==> src/rtl/hamming_engine.sv <==
// hamming_engine: SECDED Hamming(16,11) codec engine acting as a byte-wide
// data-memory master. Walks NMSG two-byte messages from SRC_BASE, encodes
// (mode 0) or corrects/flags (mode 1) each one and writes the results to
// DST_BASE, then raises done.
//
// Optional feature macro: HAMMING_ERR_CNT_EN
//   defined   -> saturating single/double error counters (decode mode only)
//   undefined -> sec_cnt/ded_cnt tied to zero, no counter logic
//
// state  | meaning
// IDLE   | waiting for start; done holds the result of the last run
// RD_LO  | source lo address on the bus
// RD_HI  | source hi address on the bus, lo byte arrives
// CAP    | hi byte arrives, codec result computed
// WR_LO  | lo result written to destination
// WR_HI  | hi result written, advance to next message or finish

module hamming_engine #(
  parameter int NMSG     = 15,
  parameter int SRC_BASE = 0,
  parameter int DST_BASE = 30,
  parameter int AW       = 8,
  parameter int CNTW     = 8
) (
  input  logic            clk,
  input  logic            reset,
  input  logic            start,
  input  logic            mode,
  output logic            done,
  output logic [AW-1:0]   mem_addr,
  output logic            mem_we,
  output logic [7:0]      mem_wdata,
  input  logic [7:0]      mem_rdata,
  output logic [CNTW-1:0] sec_cnt,
  output logic [CNTW-1:0] ded_cnt
);

  typedef enum logic [2:0] {
    IDLE  = 3'd0,
    RD_LO = 3'd1,
    RD_HI = 3'd2,
    CAP   = 3'd3,
    WR_LO = 3'd4,
    WR_HI = 3'd5
  } state_t;

  localparam logic [AW-1:0] SRC_A = AW'(SRC_BASE);
  localparam logic [AW-1:0] DST_A = AW'(DST_BASE);
  localparam logic [6:0]    LAST  = 7'(NMSG - 1);

  state_t     state;
  logic [6:0] idx;
  logic       mode_q;
  logic [7:0] lo_q;
  logic [7:0] res_hi_q;

  logic [AW-1:0] off_cur;
  logic [AW-1:0] off_nxt;

  assign off_cur = AW'({idx, 1'b0});
  assign off_nxt = AW'({idx + 7'd1, 1'b0});

  logic [15:0] raw;
  logic [15:0] cw_d;
  logic [15:0] enc;
  logic [3:0]  syn;
  logic        q;
  logic [15:0] fix;
  logic [1:0]  flag;
  logic [7:0]  res_lo;
  logic [7:0]  res_hi;

  // Codec datapath: raw word is the captured lo byte plus the hi byte on the bus
  always_comb begin
    raw  = {mem_rdata, lo_q};
    // place d11..d1 at their codeword positions, parity slots zero
    cw_d = {raw[10:4], 1'b0, raw[3:1], 1'b0, raw[0], 3'b000};
    enc  = cw_d | {7'b0, ^(cw_d & 16'hFF00), 3'b0, ^(cw_d & 16'hF0F0),
                   1'b0, ^(cw_d & 16'hCCCC), ^(cw_d & 16'hAAAA), 1'b0};
    enc[0] = ^enc[15:1];

    syn  = {^(raw & 16'hFF00), ^(raw & 16'hF0F0),
            ^(raw & 16'hCCCC), ^(raw & 16'hAAAA)};
    q    = ^raw;
    fix  = raw;
    flag = 2'b00;
    if (q) begin
      fix  = raw ^ (16'd1 << syn);
      flag = 2'b01;
    end else if (syn != 4'd0) begin
      flag = 2'b10;
    end

    if (mode_q) begin
      res_hi = {flag, 3'b000, fix[15:13]};
      res_lo = {fix[12:9], fix[7:5], fix[3]};
    end else begin
      res_hi = enc[15:8];
      res_lo = enc[7:0];
    end
  end

  // Sequencer: walks the messages and drives the registered memory bus
  always_ff @(posedge clk or posedge reset) begin
    if (reset) begin
      state     <= IDLE;
      done      <= 1'b0;
      mem_we    <= 1'b0;
      mem_addr  <= '0;
      mem_wdata <= 8'd0;
      idx       <= 7'd0;
      mode_q    <= 1'b0;
      lo_q      <= 8'd0;
      res_hi_q  <= 8'd0;
    end else begin
      case (state)
        IDLE: begin
          mem_we <= 1'b0;
          if (start) begin
            state    <= RD_LO;
            idx      <= 7'd0;
            done     <= 1'b0;
            mode_q   <= mode;
            mem_addr <= SRC_A;
          end
        end
        RD_LO: begin
          mem_addr <= SRC_A + off_cur + AW'(1);
          state    <= RD_HI;
        end
        RD_HI: begin
          lo_q  <= mem_rdata;
          state <= CAP;
        end
        CAP: begin
          res_hi_q  <= res_hi;
          mem_wdata <= res_lo;
          mem_we    <= 1'b1;
          mem_addr  <= DST_A + off_cur;
          state     <= WR_LO;
        end
        WR_LO: begin
          mem_wdata <= res_hi_q;
          mem_addr  <= DST_A + off_cur + AW'(1);
          state     <= WR_HI;
        end
        WR_HI: begin
          mem_we <= 1'b0;
          if (idx == LAST) begin
            done  <= 1'b1;
            state <= IDLE;
          end else begin
            idx      <= idx + 7'd1;
            mem_addr <= SRC_A + off_nxt;
            state    <= RD_LO;
          end
        end
        default: begin
          state  <= IDLE;
          mem_we <= 1'b0;
        end
      endcase
    end
  end

`ifdef HAMMING_ERR_CNT_EN
  localparam logic [CNTW-1:0] CMAX = {CNTW{1'b1}};

  // Error counters: the flag rides in the top bits of the decoded hi byte
  always_ff @(posedge clk or posedge reset) begin
    if (reset) begin
      sec_cnt <= '0;
      ded_cnt <= '0;
    end else if (state == IDLE && start) begin
      sec_cnt <= '0;
      ded_cnt <= '0;
    end else if (state == WR_HI && mode_q) begin
      if (res_hi_q[7:6] == 2'b01 && sec_cnt != CMAX) sec_cnt <= sec_cnt + 1'b1;
      if (res_hi_q[7:6] == 2'b10 && ded_cnt != CMAX) ded_cnt <= ded_cnt + 1'b1;
    end
  end
`else
  assign sec_cnt = '0;
  assign ded_cnt = '0;
`endif

endmodule

==> config.mk <==
export PLATFORM = sky130hd
export DESIGN_NAME = hamming_engine
export DESIGN_NICKNAME = d
export VERILOG_FILES = /design/src/rtl/hamming_engine.sv
export SDC_FILE = /design/constraint.sdc
export NUM_CORES = 1
export LEC_CHECK = 0
export BUFFER_PORTS_ARGS = -buffer_cell sky130_fd_sc_hd__buf_2
export CAP_MARGIN = 25
export CORE_UTILIZATION = 30
export CTS_BUF_LIST = sky130_fd_sc_hd__clkbuf_8
export DETAILED_ROUTE_END_ITERATION = 7
export PLACE_DENSITY = 0.52
export SYNTH_ARGS = -nofsm -noshare
export SYNTH_HDL_FRONTEND = slang
export SYNTH_SLANG_ARGS = --single-unit
==> constraint.sdc <==
create_clock -name clk -period 5.99 [get_ports clk]
set_input_delay 0.599 -clock clk [delete_from_list [all_inputs] [get_ports clk]]
set_output_delay 0.599 -clock clk [all_outputs]
set_load 0.05 [all_outputs]
# --- After elaboration in Yosys (flattened, before gate mapping) ---
# Cells that the tools add are included.
totals:
  latchBits: 0
  wordCells: 64
  ram_bits: 0
  reg_bits: 45
  n_memories: 0
  romBits: 0
op_classes:
  muxes: 19
  reduce_logical: 20
  mul: 0
  div: 0
  bitwise_logic: 2
  shift: 1
  order_cmp: 0
  n_eq_ne: 9
  addsub: 4
ops:
  columns: ["operator", "n"]
  rows:
  - ["XOR reduction 16 bit", 9]
  - ["case mux 8 bit (5 select lines)", 1]
  - ["2-to-1 mux 8 bit", 4]
  - ["case mux 3 bit (6 select lines)", 1]
  - ["adder 8 x 1 -> 8 bit (second input constant)", 2]
  - ["2-to-1 mux 16 bit", 1]
  - ["bitwise OR 16 x 9 -> 16 bit", 1]
  - ["case mux 8 bit (2 select lines)", 1]
  - ["<< shifter 1 x 4 -> 16 bit (first input constant)", 1]
  - ["bitwise XOR 16 bit", 1]
  - ["XOR reduction 15 bit", 1]
  - ["2-to-1 mux 7 bit", 2]
  - ["case mux 7 bit (2 select lines)", 1]
  - ["AND reduction 3 bit", 3]
  - ["adder 5 x 8 -> 8 bit (first input constant)", 1]
  - ["adder 7 x 1 -> 7 bit (second input constant)", 1]
  - ["== test 7 x 4 -> 1 bit (second input constant)", 1]
  - ["== test 3 x 2 -> 1 bit (second input constant)", 2]
  - ["== test 3 bit (second input constant)", 2]
  - ["inequality test 2 bit (second input constant)", 3]
  - ["nonzero test 5 bit", 1]
  - ["2-to-1 mux 2 bit", 2]
  - ["case mux 1 bit (2 select lines)", 2]
  - ["nonzero test 2 bit", 2]
  - ["7 further kinds", 9]

# --- Longest topological paths before layout ---
# Gate-level depths: netlist of run 1.
depth:
  ltp_word: 6
  depth_mapped: 9

# --- Worst setup path before layout of run 1 ---
# Ideal clock, no wire load.
synth_timing:
  kind: "input-to-reg"
  from: "input port mem_rdata[1]"
  to: "register mem_wdata[7]"
  slack_ns: 3.768
  stages: 7
  arrival_ns: 2.091
  required_ns: 5.859
  cell_sequence: "buf_6 -> xnor2_2 -> xor2_1 -> nand3_1 -> a221oi_1 -> xnor2_1 -> o21ai_1"
synth_between:
  elab_chain_cells: 6
  word_cells_on_any_way: 8
  classes_between: "shift (1); mux (3); bitwise (1); reduce/logical (3)"
synth_rtl:
  columns: ["item", "line", "text"]
  rows:
  - ["start: declaration", "33", "input logic [7:0] mem_rdata,"]
  - ["XOR reduction 16 bit (on tied branches)", "83, 82", null]
  - ["<< shifter 1 x 4 -> 16 bit", "88", "fix = raw ^ (16'd1 << syn);"]
  - ["bitwise XOR 16 bit", "88", null]
  - ["2-to-1 mux 16 bit *", "87", "if (q) begin"]
  - ["2-to-1 mux 8 bit *", "94", "if (mode_q) begin"]
  - ["case mux 8 bit (2 select lines) *", "116", "case (state)"]
  - ["end signal: assignment", "137", "mem_wdata <= res_lo;"]
  - ["end signal: assignment", "143", "mem_wdata <= res_hi_q;"]
  - ["end: declaration", "32", "output logic [7:0] mem_wdata,"]
# Mark *: on every way between the ends. The rest lies on a longest branch, timed or not.
# A chain may end at the register's enable or synchronous reset.

# --- Worst setup path after layout of run 1 ---
layout_timing:
  from: "register state[0]"
  to: "register mem_wdata[6]"
layout_between:
  elab_chain_cells: 2
  word_cells_on_any_way: 4
  classes_between: "eq/ne (2); mux (1); reduce/logical (1)"
layout_rtl:
  columns: ["item", "line", "text"]
  rows:
  - ["start: declaration", "51", "state_t state;"]
  - ["start signal: assignment", "106", "state <= IDLE;"]
  - ["start signal: assignment", "120", "state <= RD_LO;"]
  - ["start signal: assignment", "129", "state <= RD_HI;"]
  - ["== test 3 bit or == test 3 x 2 -> 1 bit (tied branches)", "116", null]
  - ["case mux 8 bit (2 select lines) or nonzero test 2 bit (tied branches)", null, null]
# Parallel ways exist; a longest one is shown, timed or not.

==> results of run 1 <==
==> cells in the mapped netlist, types with 2 or more instances <==
cell type  instances
xnor2_2            4
o221ai_1           2
buf_4             16
nand3_2            2
dfrtp_1           45
nand3_1           22
nand2_1           29
o21ai_0           25
o32a_1             2
clkbuf_1          19
o22ai_1            4
a21oi_1           27
nand3b_1           3
xnor2_1           36
nand2b_1           4
xor2_2             3
inv_1              5
nor3b_1            8
a41oi_1            3
a221oi_1          10
buf_1              4
ha_1               3
a22o_1             7
o31ai_1            2
a221oi_2           2
mux2_2            11
nor3_1             4
a21o_1             6
nor2_1            21
nor2b_1            3
o21ai_1            9
nand4_1            4
and2_1             2
a32oi_1            3
mux2i_1            4
xor2_1            11
and3_1             4
==> logic make-up (layout without fill, tap and decap cells) <==
group | count (synthesis) | after routing | synth area share
compound gates | 110 | 110 | 0.211
xor+xnor | 56 | 56 | 0.168
fa+ha+maj | 3 | 3 | 0.0109
buf+inv | 48 | 45 | 0.0729
flops | 45 | 45 | 0.328
mux | 15 | 15 | 0.0478
other cells | 1 | 16 | 0.00109
simple gates | 109 | 109 | 0.160
==> layer usage <==
metal | routed length, um | vias to the layer above
met2 | 4110 | 71
met1 | 4180 | 1366
met3 | 311 | 8
met4 | 91 | 0
li1 | - | 1379
met5 | 0 | -
==> state kept, by name, summed over array words and instances, names as in the netlist <==
register and count:
state 3, done 1, mem_addr 8, idx 7, mode_q 1, res_hi_q 8
mem_we 1, mem_wdata 8, lo_q 8
==> layout by cell type (no fill, tap or decap), types with 9 or more instances in the layout <==
| cell type | n |
|---|---|
| dfrtp_1 | 45 |
| xnor2_1 | 36 |
| nand2_1 | 29 |
| buf_2 | 29 |
| a21oi_1 | 27 |
| o21ai_0 | 25 |
| nand3_1 | 22 |
| nor2_1 | 21 |
| conb_1 | 16 |
| xor2_1 | 11 |
| mux2_2 | 11 |
| a221oi_1 | 10 |
| o21ai_1 | 9 |
==> final timing paths <==
check                                         from                        to
max                           state[0]$_DFFE_PP0P_  mem_wdata[6]$_DFFE_PP0P_
min                                          reset   res_hi_q[5]$_DFFE_PP0P_
max reg2reg                   state[0]$_DFFE_PP0P_  mem_wdata[6]$_DFFE_PP0P_
min reg2reg                mem_addr[0]$_DFFE_PP0P_   mem_addr[0]$_DFFE_PP0P_
max in group asynchronous                    reset        idx[0]$_DFFE_PP0P_
min in group clk           mem_addr[0]$_DFFE_PP0P_   mem_addr[0]$_DFFE_PP0P_
==> area by class of cell <==
type	instances	share of cell area
inverter	6	0.00610
clock inverter	3	0.00373
tap	140	0.0475
timing repair buffer	31	0.0468
sequential	45	0.305
clock buffer	5	0.0186
multi-input combinational	309	0.572
==> metrics by stage <==
stage	util	cells
CTS	0.336	539
floorplan	-	402
finish	0.336	539
detailed placement	0.329	531
global route	0.336	539
global placement	0.327	530
==> critical path: cells and delay by family, from the launching register on <==
family                 cells  cell delay, ns
DFF                        1            0.99
and+or+nand+nor            3            1.26
AOI/OAI and AO/OA          2            0.24
buffers and inverters      1            0.26
==> where the power goes <==
part	total, mW	internal (mW)	leakage (nW)	switching [mW]
Combinational	1.62	0.610	0.889	1.01
Clock	0.191	0.0796	0.0491	0.111
Sequential	0.609	0.419	0.575	0.190
Total	2.42	1.11	1.51	1.31
==> results.ini, run 1 <==
[status]
run_status=finished, final reports clean

[clock_tree]
ctsHoldBuffers=0
clockRootBuffer=clkbuf_8
cts_resized=0
htree_levels=2
cts_tree=yes
worstSkewPairLatency_ns=0.30
clockBufferDepth=2
postCtsSetupRepairBufs=0
clkTransAtPathRegs_ns=0.09
clock-sinks=45
cts_made_buffers=5

[floorplan]
ioPinCount=46
start_util=0.312
rows=38
core_area_sq_um=11000
die_x_um=109
die_h_um=109
dieArea_sq_um=11900

[sta]
timing.final.ws_setup_ns=3.14
fmax_mhz=351
layout_min_cycle_time_ns=2.85
finalHoldViolCount=0
fin_setup_tns_ns=0
finalCritPeriodShare=0.475
drv_slew=0
grt_setup_unrepaired=no
slew_headroom=0.350
clock_skew_ns=0.00628
worstMarginPinSlew_ns=0.975
setup_viol=0
hold_ws_ns=0.221

[synth]
ys_ff_latch=45
syn_inst=387
yosys.area.top_type_share=0.328
synth.distinct_cells=55
ys.warnings.count=0
async_flop_share=1.00
synth_edf_count=0
synth_top_area_cell=dfrtp_1
mappedNetlistArea_sq_um=3430
synth_area_leaders=dfrtp_1 (33%), xnor2_1 (9.2%), a21oi_1 (3.9%)
synthFlopType=dfrtp_1
avgSynthCellArea_sq_um=8.87
ys_seq_area_frac=0.328

[place]
gp_congestion=0.927
port_buffers=29
placed_area_sq_um=3610
dp_hpwl_mm=6.30
post-place-ws_ns=3.18

[setup_path]
ff2ff_path_depth=6
cp-end-kind=flop
regToRegSetupSlack_ns=3.14
cp.required_ns=6.22
slowest_stage=dfrtp_1
critPathMaxStageDelay_ns=0.99
critPathKind=flop to flop
cp-start-kind=flop
cp_common_cell=nor2_1
cp_max_fo=30
critPathArrivalTime_ns=3.08
critical_path.cell_chain=inv_2 > nor2_1 > nand2_1 > nor2_1 > a21oi_1 > o21ai_1

[pwr]
power_mw=2.42
leakagePower_nw=1.51
powerDensity_nw_per_um2=656
vdd.ir_drop.worst_mv=0.465

[global_routing]
grt_pass1_wl_mm=14.6
grtUsageMet3=0.0311
grt_start_max_net_pins=38
grt_util_all_layers=0.158
antenna_found_initial=0
grt_pass1_vias=2730
use_met2=0.251
grtUsageMet1=0.219
overflow=0
top_usage_layer=met2

[route]
vias=2824
wl_per_cell_um=16.1
drc_errors=0
drtAntennaViolNets=0
routed_wl_mm=8.69
drt_iter0_drc=169
drt_first_pass_iters=4
via_per_inst=5.24

[final_layout]
drive_gt1_frac=0.163
area_delta_synth_final_pct=7.55
ff_latch_area_sq_um=1130
fin_nets=413
nFillCells=1158
n_antenna_cell=0
multiInputGateArea_sq_um=2110
final_area_sq_um=3690

[job]
drv_cap=0

[worst_hold_path]
min_path_type=input port to async pin

Power figures use the tool's default switching activity.
==> inputs of run 2 (changes only) <==
- clock period: 5.99 -> 2.8 ns (I/O delays scaled with it)
==> results.ini, run 2 (synthesized netlist as in run 1, its figures left out) <==
[place]
placed_area_sq_um=3640  ; +0.90%
port_buffers=29  ; unchanged
gp_congestion=0.957  ; +3.2%
place_inst=537  ; +1.1%
post-place-ws_ns=0.394  ; -2.78 ns
dp_hpwl_mm=6.64  ; +5.4%

[worst_hold_path]
hold_path_depth=2
min_path_type=input port to flop

[sta]
setup_viol=0  ; unchanged
timing.final.ws_setup_ns=0.383  ; -2.76 ns
slew_headroom=0.600  ; +0.250
layout_min_cycle_time_ns=2.42  ; -0.431 ns
finalHoldViolCount=0  ; unchanged
hold_ws_ns=0.196  ; -0.0248 ns
drv_slew=0  ; unchanged
fin_setup_tns_ns=0  ; unchanged
worstMarginPinSlew_ns=0.598  ; -0.377 ns
grt_setup_unrepaired=no
fmax_mhz=414  ; +18%
finalCritPeriodShare=0.863  ; +0.388
clock_skew_ns=0.0113  ; +0.00501 ns

[final_layout]
fin_nets=420  ; +1.7%
postLayoutCoreUtil=0.342  ; +0.00581
final_common_cell=dfrtp_1
fin_cells=545  ; +1.1%
n_antenna_cell=0  ; unchanged
drive_gt1_frac=0.175  ; +0.0124
final_area_sq_um=3750  ; +1.7%
final_cell_mix=dfrtp_1 (45), xnor2_1 (36), nand2_1 (29), buf_2 (29), a21oi_1 (27)
area_delta_synth_final_pct=9.41
nFillCells=1156  ; -0.17%

[route]
via_per_inst=5.36  ; +2.2%
drt_first_pass_iters=5  ; +1
routed_wl_mm=8.88  ; +2.1%
drtAntennaViolNets=0  ; unchanged
wl_per_cell_um=16.3  ; +0.99%
drc_errors=0  ; unchanged
drt_iter0_drc=134  ; -21%
vias=2919  ; +3.4%

[global_routing]
grt_pass1_vias=2768  ; +1.4%
grt_pass1_wl_mm=14.7  ; +1.1%
antenna_found_initial=0  ; unchanged
overflow=0  ; unchanged
grt_start_max_net_pins=31  ; -18%
grt_util_all_layers=0.161  ; +0.00333

[setup_path]
critPathMaxStageDelay_ns=0.53  ; -0.46 ns
cp_common_cell=o22ai_1
cp-start-kind=flop
slowest_stage=or3b_2
critPathKind=flop to flop
ff2ff_path_depth=8  ; +2
cp-end-kind=flop
crit_buf_inv=1  ; unchanged
worst-path-stages=8  ; +2
cp_top_family=compound AO/OA/AOI/OAI gates
cp_max_fo=7  ; -77%
cp.required_ns=3.01  ; -3.21 ns
critPathArrivalTime_ns=2.63  ; -0.45 ns
critical_path.cell_chain=inv_1 > ha_1 > or3b_2 > mux2i_1 > o22ai_1 > a32oi_1 > o22ai_1 > a22o_1

[status]
run_status=finished, final reports clean

[pwr]
leakagePower_nw=1.54  ; +2.1%
vdd.ir_drop.worst_mv=1.10  ; +140%
power_mw=5.34  ; +120%
powerDensity_nw_per_um2=1420  ; +120%

[clock_tree]
clock-sinks=45  ; unchanged
cts_made_buffers=5  ; unchanged
htree_levels=2  ; unchanged
cts_resized=0  ; unchanged
clkTransAtPathRegs_ns=0.09  ; about the same
cts_tree=yes
clockBufferDepth=2  ; unchanged
clockRootBuffer=clkbuf_8
worstSkewPairLatency_ns=0.31  ; about the same

[floorplan]
die_x_um=109  ; unchanged
die_h_um=109  ; unchanged
ioPinCount=46  ; unchanged
dieArea_sq_um=11900  ; unchanged
core_area_sq_um=11000  ; unchanged
rows=38  ; unchanged
start_util=0.312  ; unchanged

[job]
drv_cap=0  ; unchanged

run 2: cell count changes in the layout (fill, tap and decap cells not counted):
cell	previous run	this run
buf_4	1	8
clkinv_2	2	1
bufinv_16	0	1
buf_12	1	0
dlygate4sd3_1	0	1
inv_1	5	4
run 2: area by class of cell:
class	count	area [sq um]	share of cell area
inverters	6	22.5	0.00600
well taps	140	175	0.0467
multi-input cells	309	2110	0.562
clock inverters	2	35.0	0.00933
flip-flops and latches	45	1130	0.300
clock buffers	5	68.8	0.0183
repair buffers	38	215	0.0573
run 2: per-layer routing:
metal	track usage	vias to the layer above	part of all wire
li1	-	1392	-
met1	0.220	1406	0.46
met2	0.251	101	0.46
met3	0.0275	20	0.054
met4	0.0656	0	0.024
met5	0	-	0
run 2: what timing repair did:
action                    4_1_cts  5_1_grt
setup buffers                   0        0
hold endpoints to repair       15        0
hold buffers                    1        0
run 2: where the power goes:
part           leakage, nW  total (mW)  internal (mW)  switching (mW)
Sequential           0.575        1.23          0.899           0.328
Combinational        0.916        3.61           1.34            2.27
Clock               0.0540       0.498          0.260           0.238
Total                 1.54        5.34           2.50            2.84
run 2: final timing paths:
check / from / to / slack [ns]
worst max-delay path: idx[0]$_DFFE_PP0P_ / mem_addr[5]$_DFFE_PP0P_ / 0.38
worst max register to register: idx[0]$_DFFE_PP0P_ / mem_addr[5]$_DFFE_PP0P_ / 0.38
max in group asynchronous: reset / lo_q[5]$_DFFE_PP0P_ / 1.59
worst min-delay path: mode / mode_q$_DFFE_PP0P_ / 0.20
min in group asynchronous: reset / res_hi_q[6]$_DFFE_PP0P_ / 0.48
worst min register to register: mem_addr[0]$_DFFE_PP0P_ / mem_addr[0]$_DFFE_PP0P_ / 0.48
run 2: worst reg2reg max path, delay by kind of cell, from the launching register on:
kind	cells	cell delay, ns
fa+ha+maj	1	0.28
buf+inv	1	0.21
mux	1	0.16
compound gates	4	0.63
flops	1	0.48
simple gates	1	0.54
==> inputs of run 3 (changes only) <==
- BUFFER_PORTS_ARGS: -buffer_cell sky130_fd_sc_hd__buf_2 -> -buffer_cell sky130_fd_sc_hd__clkbuf_2
==> results.ini, run 3 (synthesized netlist as in run 1, its figures left out) <==
[place]
post-place-ws_ns=0.391  ; -0.00288 ns
placed_area_sq_um=3650  ; +0.34%
port_buffers=29  ; unchanged
gp_congestion=0.956  ; about the same
dp_hpwl_mm=6.67  ; +0.39%

[setup_path]
cp_max_fo=4  ; -3
crit_buf_inv=0  ; -1
critPathKind=flop to flop
cp.required_ns=2.98  ; -0.03 ns
critPathArrivalTime_ns=2.61  ; -0.02 ns
slowest_stage=xnor3_1
crit_path_start=lo_q[0]$_DFFE_PP0P_
cp-start-kind=flop
critPathMaxStageDelay_ns=0.52  ; about the same
critical_path.cell_chain=xnor3_1 > xor2_1 > nand3_1 > a221oi_1 > xnor2_1 > o21ai_1
cp_top_family=XOR/XNOR gates
regToRegSetupSlack_ns=0.37  ; -0.02 ns
worstReg2RegStart=lo_q[0]$_DFFE_PP0P_
cp-end-kind=flop

[clock_tree]
cts_resized=0  ; unchanged
worstSkewPairLatency_ns=0.31  ; about the same
htree_levels=2  ; unchanged
cts_made_buffers=5  ; unchanged
clockRootBuffer=clkbuf_8
clockBufferDepth=2  ; unchanged
clock-sinks=45  ; unchanged
cts_tree=yes
ctsHoldBuffers=1  ; unchanged
clkTransAtPathRegs_ns=0.09  ; about the same
postCtsSetupRepairBufs=0  ; unchanged

[global_routing]
grt_util_all_layers=0.162  ; +0.00104
use_met2=0.253  ; +0.00270
grt_pass1_wl_mm=14.6  ; -0.66%
top_usage_layer=met2
grtUsageMet1=0.230  ; +0.00970
antenna_found_initial=0  ; unchanged
grt_start_max_net_pins=29  ; -6.5%
grt_pass1_vias=2660  ; -3.9%
overflow=0  ; unchanged
grtUsageMet3=0.0269  ; -0.000598

[final_layout]
final_cell_mix=dfrtp_1 (45), xnor2_1 (36), nand2_1 (29), clkbuf_2 (29), a21oi_1 (27)
area_delta_synth_final_pct=9.26
fin_nets=420  ; unchanged
final_area_sq_um=3750  ; -0.13%
drive_gt1_frac=0.173  ; -0.00247
n_antenna_cell=0  ; unchanged
final_common_cell=dfrtp_1

[job]
drv_cap=0  ; unchanged

[sta]
layout_min_cycle_time_ns=2.43  ; +0.0154 ns
timing.final.ws_setup_ns=0.367  ; -0.0154 ns
fin_setup_tns_ns=0  ; unchanged
fmax_mhz=411  ; -0.64%
clock_skew_ns=0.00904  ; -0.00225 ns
slew_headroom=0.602  ; +0.00226
grt_setup_unrepaired=no
finalCritPeriodShare=0.869  ; +0.00552
finalHoldViolCount=0  ; unchanged
setup_viol=0  ; unchanged
hold_ws_ns=0.207  ; +0.0112 ns
drv_slew=0  ; unchanged
worstMarginPinSlew_ns=0.595  ; -0.00260 ns

[worst_hold_path]
hp-start=mode
min_path_type=input port to flop

[floorplan]
die_x_um=109  ; unchanged
start_util=0.312  ; unchanged
ioPinCount=46  ; unchanged
rows=38  ; unchanged
core_area_sq_um=11000  ; unchanged
dieArea_sq_um=11900  ; unchanged
die_h_um=109  ; unchanged

[pwr]
vdd.ir_drop.worst_mv=0.797  ; -28%
leakagePower_nw=1.54  ; -0.40%
powerDensity_nw_per_um2=1400  ; -1.2%
power_mw=5.27  ; -1.3%

[route]
routed_wl_mm=8.87  ; about the same
drt_iter0_drc=179  ; +34%
drt_first_pass_iters=5  ; unchanged
wl_per_cell_um=16.3  ; about the same
vias=2892  ; -0.92%
via_per_inst=5.31  ; -0.92%
drc_errors=0  ; unchanged
drtAntennaViolNets=0  ; unchanged

[status]
run_status=finished, final reports clean

-- run 3: cell types whose count changed in the layout (fill, tap and decap cells not counted), sizes merged --
| cell | previous run | this run |
|---|---|---|
| bufinv | 1 | 0 |
| buf | 37 | 8 |
| clkinv | 1 | 0 |
| clkbuf | 5 | 35 |
| inv | 6 | 7 |
-- run 3: worst paths after layout --
check / to / depth (start not counted)
max: mem_wdata[3]$_DFFE_PP0P_ / 6
max reg2reg: mem_wdata[3]$_DFFE_PP0P_ / 6
min in group asynchronous: res_hi_q[6]$_DFFE_PP0P_ / 3
max in group asynchronous: res_hi_q[0]$_DFFE_PP0P_ / 4
min: mode_q$_DFFE_PP0P_ / 2
min reg2reg: res_hi_q[4]$_DFFE_PP0P_ / 2
-- run 3: through the flow --
stage | instances | util
2_1_floorplan | 402 | -
3_3_place_gp | 536 | 0.331
3_5_place_dp | 537 | 0.333
4_1_cts | 545 | 0.341
5_1_grt | 545 | 0.341
6_report | 545 | 0.341
-- run 3: power by group --
group	internal, mW	switching, mW
combinational	1.34	2.26
clock	0.193	0.238
sequential	0.899	0.333
total	2.43	2.83
-- run 3: metal layers --
| metal | wire [um] | part of all wire | up-vias |
|---|---|---|---|
| li1 | - | - | 1392 |
| met1 | 4220 | 0.48 | 1395 |
| met2 | 4120 | 0.46 | 94 |
| met3 | 405 | 0.046 | 11 |
| met4 | 123 | 0.014 | 0 |
| met5 | 0 | 0 | - |
-- run 3: layout make-up --
type	count	area, sq um
Timing Repair Buffer	38	228
Tap cell	140	175
Clock buffer	6	82.6
Inverter	6	22.5
Clock inverter	1	3.75
Sequential cell	45	1130
Multi-Input combinational cell	309	2110
Fill cell	1154	7230
